### config.mk
export PLATFORM = sky130hd
export DESIGN_NAME = pattern_seq_detector
export DESIGN_NICKNAME = d
export VERILOG_FILES = /design/src/rtl/pattern_det_pkg.sv /design/src/rtl/sat_match_counter.sv /design/src/rtl/pattern_seq_detector.sv
export SDC_FILE = /design/constraint.sdc
export NUM_CORES = 1
export LEC_CHECK = 0
export BUFFER_PORTS_ARGS = -buffer_cell sky130_fd_sc_hd__clkbuf_2
export CORE_MARGIN = 1.5
export CORE_UTILIZATION = 58
export DETAILED_ROUTE_END_ITERATION = 7
export GPL_TIMING_DRIVEN = 0
export PLACE_DENSITY = 0.82
export SYNTH_ARGS = -nofsm -noshare
export SYNTH_HDL_FRONTEND = slang
export SYNTH_HIERARCHICAL = 1
export SYNTH_SLANG_ARGS = --single-unit
### constraint.sdc
create_clock -name clk -period 3.8 [get_ports clk]
set_input_delay 0.38 -clock clk [delete_from_list [all_inputs] [get_ports clk]]
set_output_delay 0.38 -clock clk [all_outputs]
set_load 0.02 [all_outputs]
### src/rtl/pattern_det_pkg.sv
// Shared definitions for the serial pattern detector: FSM state encoding,
// legal pattern-length range and a range-check helper.
package pattern_det_pkg;

  localparam int unsigned N_MIN = 2;
  localparam int unsigned N_MAX = 16;

  // IDLE: no pattern loaded; FILL: fewer than N-1 valid bits held;
  // HUNT: at least N-1 valid bits held, every accepted bit is a candidate match.
  typedef enum logic [1:0] {
    ST_IDLE = 2'd0,
    ST_FILL = 2'd1,
    ST_HUNT = 2'd2
  } state_t;

  function automatic bit n_in_range(input int unsigned n);
    return (n >= N_MIN) && (n <= N_MAX);
  endfunction

endpackage

### src/rtl/sat_match_counter.sv
// Saturating match counter with synchronous clear.
// Ports:
//   clk, reset : clock, asynchronous active-high reset
//   inc        : count one match this cycle
//   clr        : synchronous clear; clr with inc loads 1
//   count      : registered saturating count
module sat_match_counter
  import pattern_det_pkg::*;
#(
  parameter int unsigned CNT_W = 8
) (
  input  logic             clk,
  input  logic             reset,
  input  logic             inc,
  input  logic             clr,
  output logic [CNT_W-1:0] count
);

  localparam logic [CNT_W-1:0] CNT_MAX = '1;

  // Clear wins over accumulation but still records a same-cycle match.
  always_ff @(posedge clk or posedge reset) begin
    if (reset) begin
      count <= '0;
    end else if (clr) begin
      count <= inc ? CNT_W'(1) : '0;
    end else if (inc && (count != CNT_MAX)) begin
      count <= count + CNT_W'(1);
    end
  end

endmodule

### src/rtl/pattern_seq_detector.sv
// Serial bit-pattern detector with loadable N-bit pattern, optional
// overlapping matches and a saturating match counter.
// Ports:
//   clk, reset    : clock, asynchronous active-high reset
//   load          : capture pattern_in and restart the search (priority)
//   pattern_in    : pattern, bit N-1 is received first
//   stream_in     : serial data, sampled when stream_valid is high
//   stream_valid  : qualifies stream_in
//   count_clr     : synchronous clear of match_count
//   pattern_found : one-cycle pulse the cycle after the completing bit
//   match_count   : saturating match count
//   busy          : a pattern is loaded (state is not IDLE)
module pattern_seq_detector
  import pattern_det_pkg::*;
#(
  parameter int unsigned N       = 5,
  parameter int unsigned CNT_W   = 8,
  parameter int unsigned OVERLAP = 1
) (
  input  logic             clk,
  input  logic             reset,
  input  logic             load,
  input  logic [N-1:0]     pattern_in,
  input  logic             stream_in,
  input  logic             stream_valid,
  input  logic             count_clr,
  output logic             pattern_found,
  output logic [CNT_W-1:0] match_count,
  output logic             busy
);

  localparam int unsigned FILL_W = $clog2(N + 1);
  localparam bit          OVL    = (OVERLAP != 0);

  if (!n_in_range(N)) begin : g_bad_n
    $error("pattern_seq_detector: N out of range");
  end

  state_t            state;
  logic [N-1:0]      pat_reg;
  logic [N-1:0]      history;
  logic [FILL_W-1:0] fill;

  logic              accept;
  logic              match;
  logic [N-1:0]      shifted;
  logic [FILL_W-1:0] fill_inc;

  // A bit is taken only with a pattern loaded and no concurrent load.
  assign accept   = stream_valid && !load && (state != ST_IDLE);
  assign shifted  = {history[N-2:0], stream_in};
  assign match    = accept && (state == ST_HUNT) && (shifted == pat_reg);
  assign fill_inc = (fill == FILL_W'(N)) ? fill : fill + FILL_W'(1);

  // Detector FSM, shift history and registered match pulse.
  always_ff @(posedge clk or posedge reset) begin
    if (reset) begin
      state         <= ST_IDLE;
      pat_reg       <= '0;
      history       <= '0;
      fill          <= '0;
      pattern_found <= 1'b0;
      busy          <= 1'b0;
    end else begin
      pattern_found <= match;
      if (load) begin
        pat_reg <= pattern_in;
        history <= '0;
        fill    <= '0;
        state   <= ST_FILL;
        busy    <= 1'b1;
      end else if (accept) begin
        history <= shifted;
        if (match && !OVL) begin
          // Non-overlapping: the next match needs N fresh bits.
          fill  <= '0;
          state <= ST_FILL;
        end else begin
          fill <= fill_inc;
          if ((state == ST_FILL) && (fill_inc >= FILL_W'(N - 1))) begin
            state <= ST_HUNT;
          end
        end
      end
    end
  end

  sat_match_counter #(
    .CNT_W (CNT_W)
  ) u_counter (
    .clk   (clk),
    .reset (reset),
    .inc   (match),
    .clr   (count_clr),
    .count (match_count)
  );

endmodule
==> out/summary.txt <==
Crit-path max FO: 8
Starting Density: 61.2%
ANT cells: 0
Die X: 48.5 um
Seq/Total Area, Yosys: 50.1%
PwrDens: 316 nW/um^2
CP max stage delay: 0.44 ns
RSZ-0062 raised after global routing: no
Netlist cell types: 42
CP cell instances: and4bb_1 -> nand4_1 -> nor3_2 -> nand4_2 -> or4_1 -> o21ai_0
Logic pwr share: 11.1%
Final setup margin: 1.68 ns
Fillers: 155
Total Power: 0.432 mW
Worst EP required: 4.03 ns
Critical Path AT: 2.35 ns
Max Freq: 0.472 GHz
Clock sinks: 24
Avg WL per Cell: 15.2 um
Row cnt: 16
Leak pwr: 0.619 nW
Critical Path Source Type: flip-flop
Critical path's slowest cell: dfrtp_1
Sw frac: 25.0%
Worst ir drop on vdd: 0.268 mV
Clock power frac: 25.4%
Post-CTS sizing: 0
Routed wire length: 2490 um
Syn avg cell area: 10.6 sq um
Tot GR Track Use: 25.3%
Dpl hpwl: 1890 um
Die ar.: 2350 sq um
CTS Buffer Depth: 2
Synthesis Warnings: 6
Root Buffer: clkbuf_4
Final Slew Violations: 0
Layout cells sized above 1: 27.0%
Clk_skew: 0.00227 ns
Status: finished clean
First-pass GRT wire length: 4570 um
RD Place Congestion: 0.873
Final setup viols: 0
Clock period minus worst slack: 2.12 ns
Hold-fix buffers, CTS: 1
Setup TNS: 0 ns
Switching power: 0.108 mW
Slew @ Worst Pin: 0.601 ns
Syn Std Cell Area: 1200 sq um
Antenna Nets Post-Route: 0
Worst Setup End Kind: flip-flop
Fin crit share: 55.8%
Global route overflow: 0
Initial DRC Count: 32
Reg clk slew, reported paths: 0.12 ns
Cts bufs inserted: 3
Hold Crit Class: input pin to flip-flop
IO Count: 21
Crit path kind: flip-flop to flip-flop
Post-CTS Setup Bufs: 0
CTS tree: built
Pre-Repair DR Iteration Count: 4
Final core utilization: 69.6%
Post-Syn Instances: 113
H-tree depth: 1
Largest register FFs: 8
Internal: 0.324 mW
Clk_lat worst skew: 0.31 ns
Vias per cell: 6.01
Die Y: 48.5 um
Pin count of the biggest net entering global routing: 17
Post-Syn Nets: 127
Worst rel slew slack: 59.9%
Max_cap viols: 0
Port buffer count: 20
Drt drc: 0
Flops & latches, synth: 24
Place WS: 1.65 ns
Hold WS: 0.280 ns
Initial antenna violation count: 0
Layout overhead on the synthesized area: 13.9%
Core area: 1960 sq um
Final Hold Vio Count: 0
Sequential fraction of design power: 63.5%
Nets: 153
Detailed-route via count: 985
Vias in the first global route: 1024
cells in the mapped netlist (all sizes together):
library cell | instances | area, sq um
and3 | 1 | 6.26
nor2 | 2 | 7.51
xnor2 | 3 | 26.3
a211oi | 4 | 35.0
o41ai | 1 | 8.76
mux2 | 5 | 56.3
or3 | 1 | 6.26
nor3 | 2 | 15.0
and4bb | 1 | 12.5
or4 | 1 | 7.51
o311a | 1 | 10.0
o21bai | 1 | 7.51
o2bb2ai | 1 | 8.76
a21boi | 1 | 11.3
xor2 | 2 | 17.5
o211ai | 1 | 7.51
o311ai | 2 | 17.5
nand3b | 1 | 7.51
mux2i | 1 | 10.0
or2 | 1 | 6.26
inv | 8 | 30.0
nand4 | 4 | 31.3
and4 | 1 | 8.76
ha | 3 | 37.5
o2111ai | 1 | 8.76
buf | 1 | 7.51
nand3 | 4 | 20.0
a2bb2oi | 1 | 8.76
dfrtp | 24 | 601
nand2 | 16 | 60.1
nand2b | 1 | 6.26
o21ai | 5 | 28.8
o21a | 1 | 8.76
a21oi | 10 | 57.6
area by class of cell:
type | instances | area, sq um | share of cell area (%)
Clock buffer | 3 | 22.5 | 1.65
Tap cell | 27 | 33.8 | 2.47
Timing Repair Buffer | 21 | 110 | 8.06
Inverter | 8 | 30.0 | 2.20
Sequential cell | 24 | 601 | 44.0
Multi-Input combinational cell | 80 | 562 | 41.1
Buffer | 1 | 7.51 | 0.549
stage by stage:
stage | instances | area, sq um
after global placement | 160 | 1330
after CTS | 164 | 1370
after detailed placement | 160 | 1330
after floorplan | 113 | 1200
final | 164 | 1370
after global routing | 164 | 1370
logic make-up after synthesis:
kind of cell,synth area share [%]
DFF,50.1
and+or+nand+nor,16.3
muxes,5.53
xor gates and xnor gates,3.65
adders and majority gates,3.13
AOI/OAI and AO/OA,18.2
buffers and inverters,3.13
final timing paths:
kind / start / endpoint / slack (ns) / depth (start not counted)
min in group asynchronous: reset / u_counter/count[4]$_DFFE_PP0P_ / 0.53 / 3
setup / recovery: state[0]$_DFFE_PP0P_ / u_counter/count[5]$_DFFE_PP0P_ / 1.68 / 6
setup reg to reg: state[0]$_DFFE_PP0P_ / u_counter/count[5]$_DFFE_PP0P_ / 1.68 / 6
hold / removal: pattern_in[2] / pat_reg[2]$_DFFE_PP0P_ / 0.28 / 2
hold reg to reg: busy$_DFFE_PP0P_ / busy$_DFFE_PP0P_ / 0.49 / 1
max in group asynchronous: reset / pat_reg[3]$_DFFE_PP0P_ / 2.76 / 3
layout by cell type (no fill, tap or decap), types with 2 or more instances in the layout:
cell type,Yosys,final
a21oi_1,8,8
nand2_1,16,16
o21ai_0,3,3
dfrtp_1,24,24
nand4_1,3,3
nand3_1,4,4
ha_1,3,3
mux2_2,4,4
nor2_1,2,2
clkbuf_4,0,3
a211oi_1,3,3
clkbuf_2,0,20
xor2_1,2,2
inv_1,8,8
xnor2_1,3,3
a21oi_2,2,2
per-layer routing:
layer	track usage (%)	vias to the layer above	wire length, um
met2	41.2	33	1180
met5	0	-	0
met4	10.0	0	48
met1	34.6	487	1140
met3	3.70	5	111
li1	-	460	-
power by group through the flow:
stage                     clock, mW  combinational (mW)  sequential, mW
final                         0.110              0.0478           0.274
after global routing          0.123              0.0543           0.276
after CTS                     0.112              0.0485           0.274
after detailed placement          0              0.0476           0.279
after global placement            0              0.0440           0.278
after floorplan                   0              0.0328           0.277
critical path: cells and delay by family (launching register included):
kind	cells	cell delay [ns]
and+or+nand+nor	5	1.50
DFF	1	0.44
AOI/OAI and AO/OA	1	0.10
No activity file was read; power rests on OpenSTA's default activity.
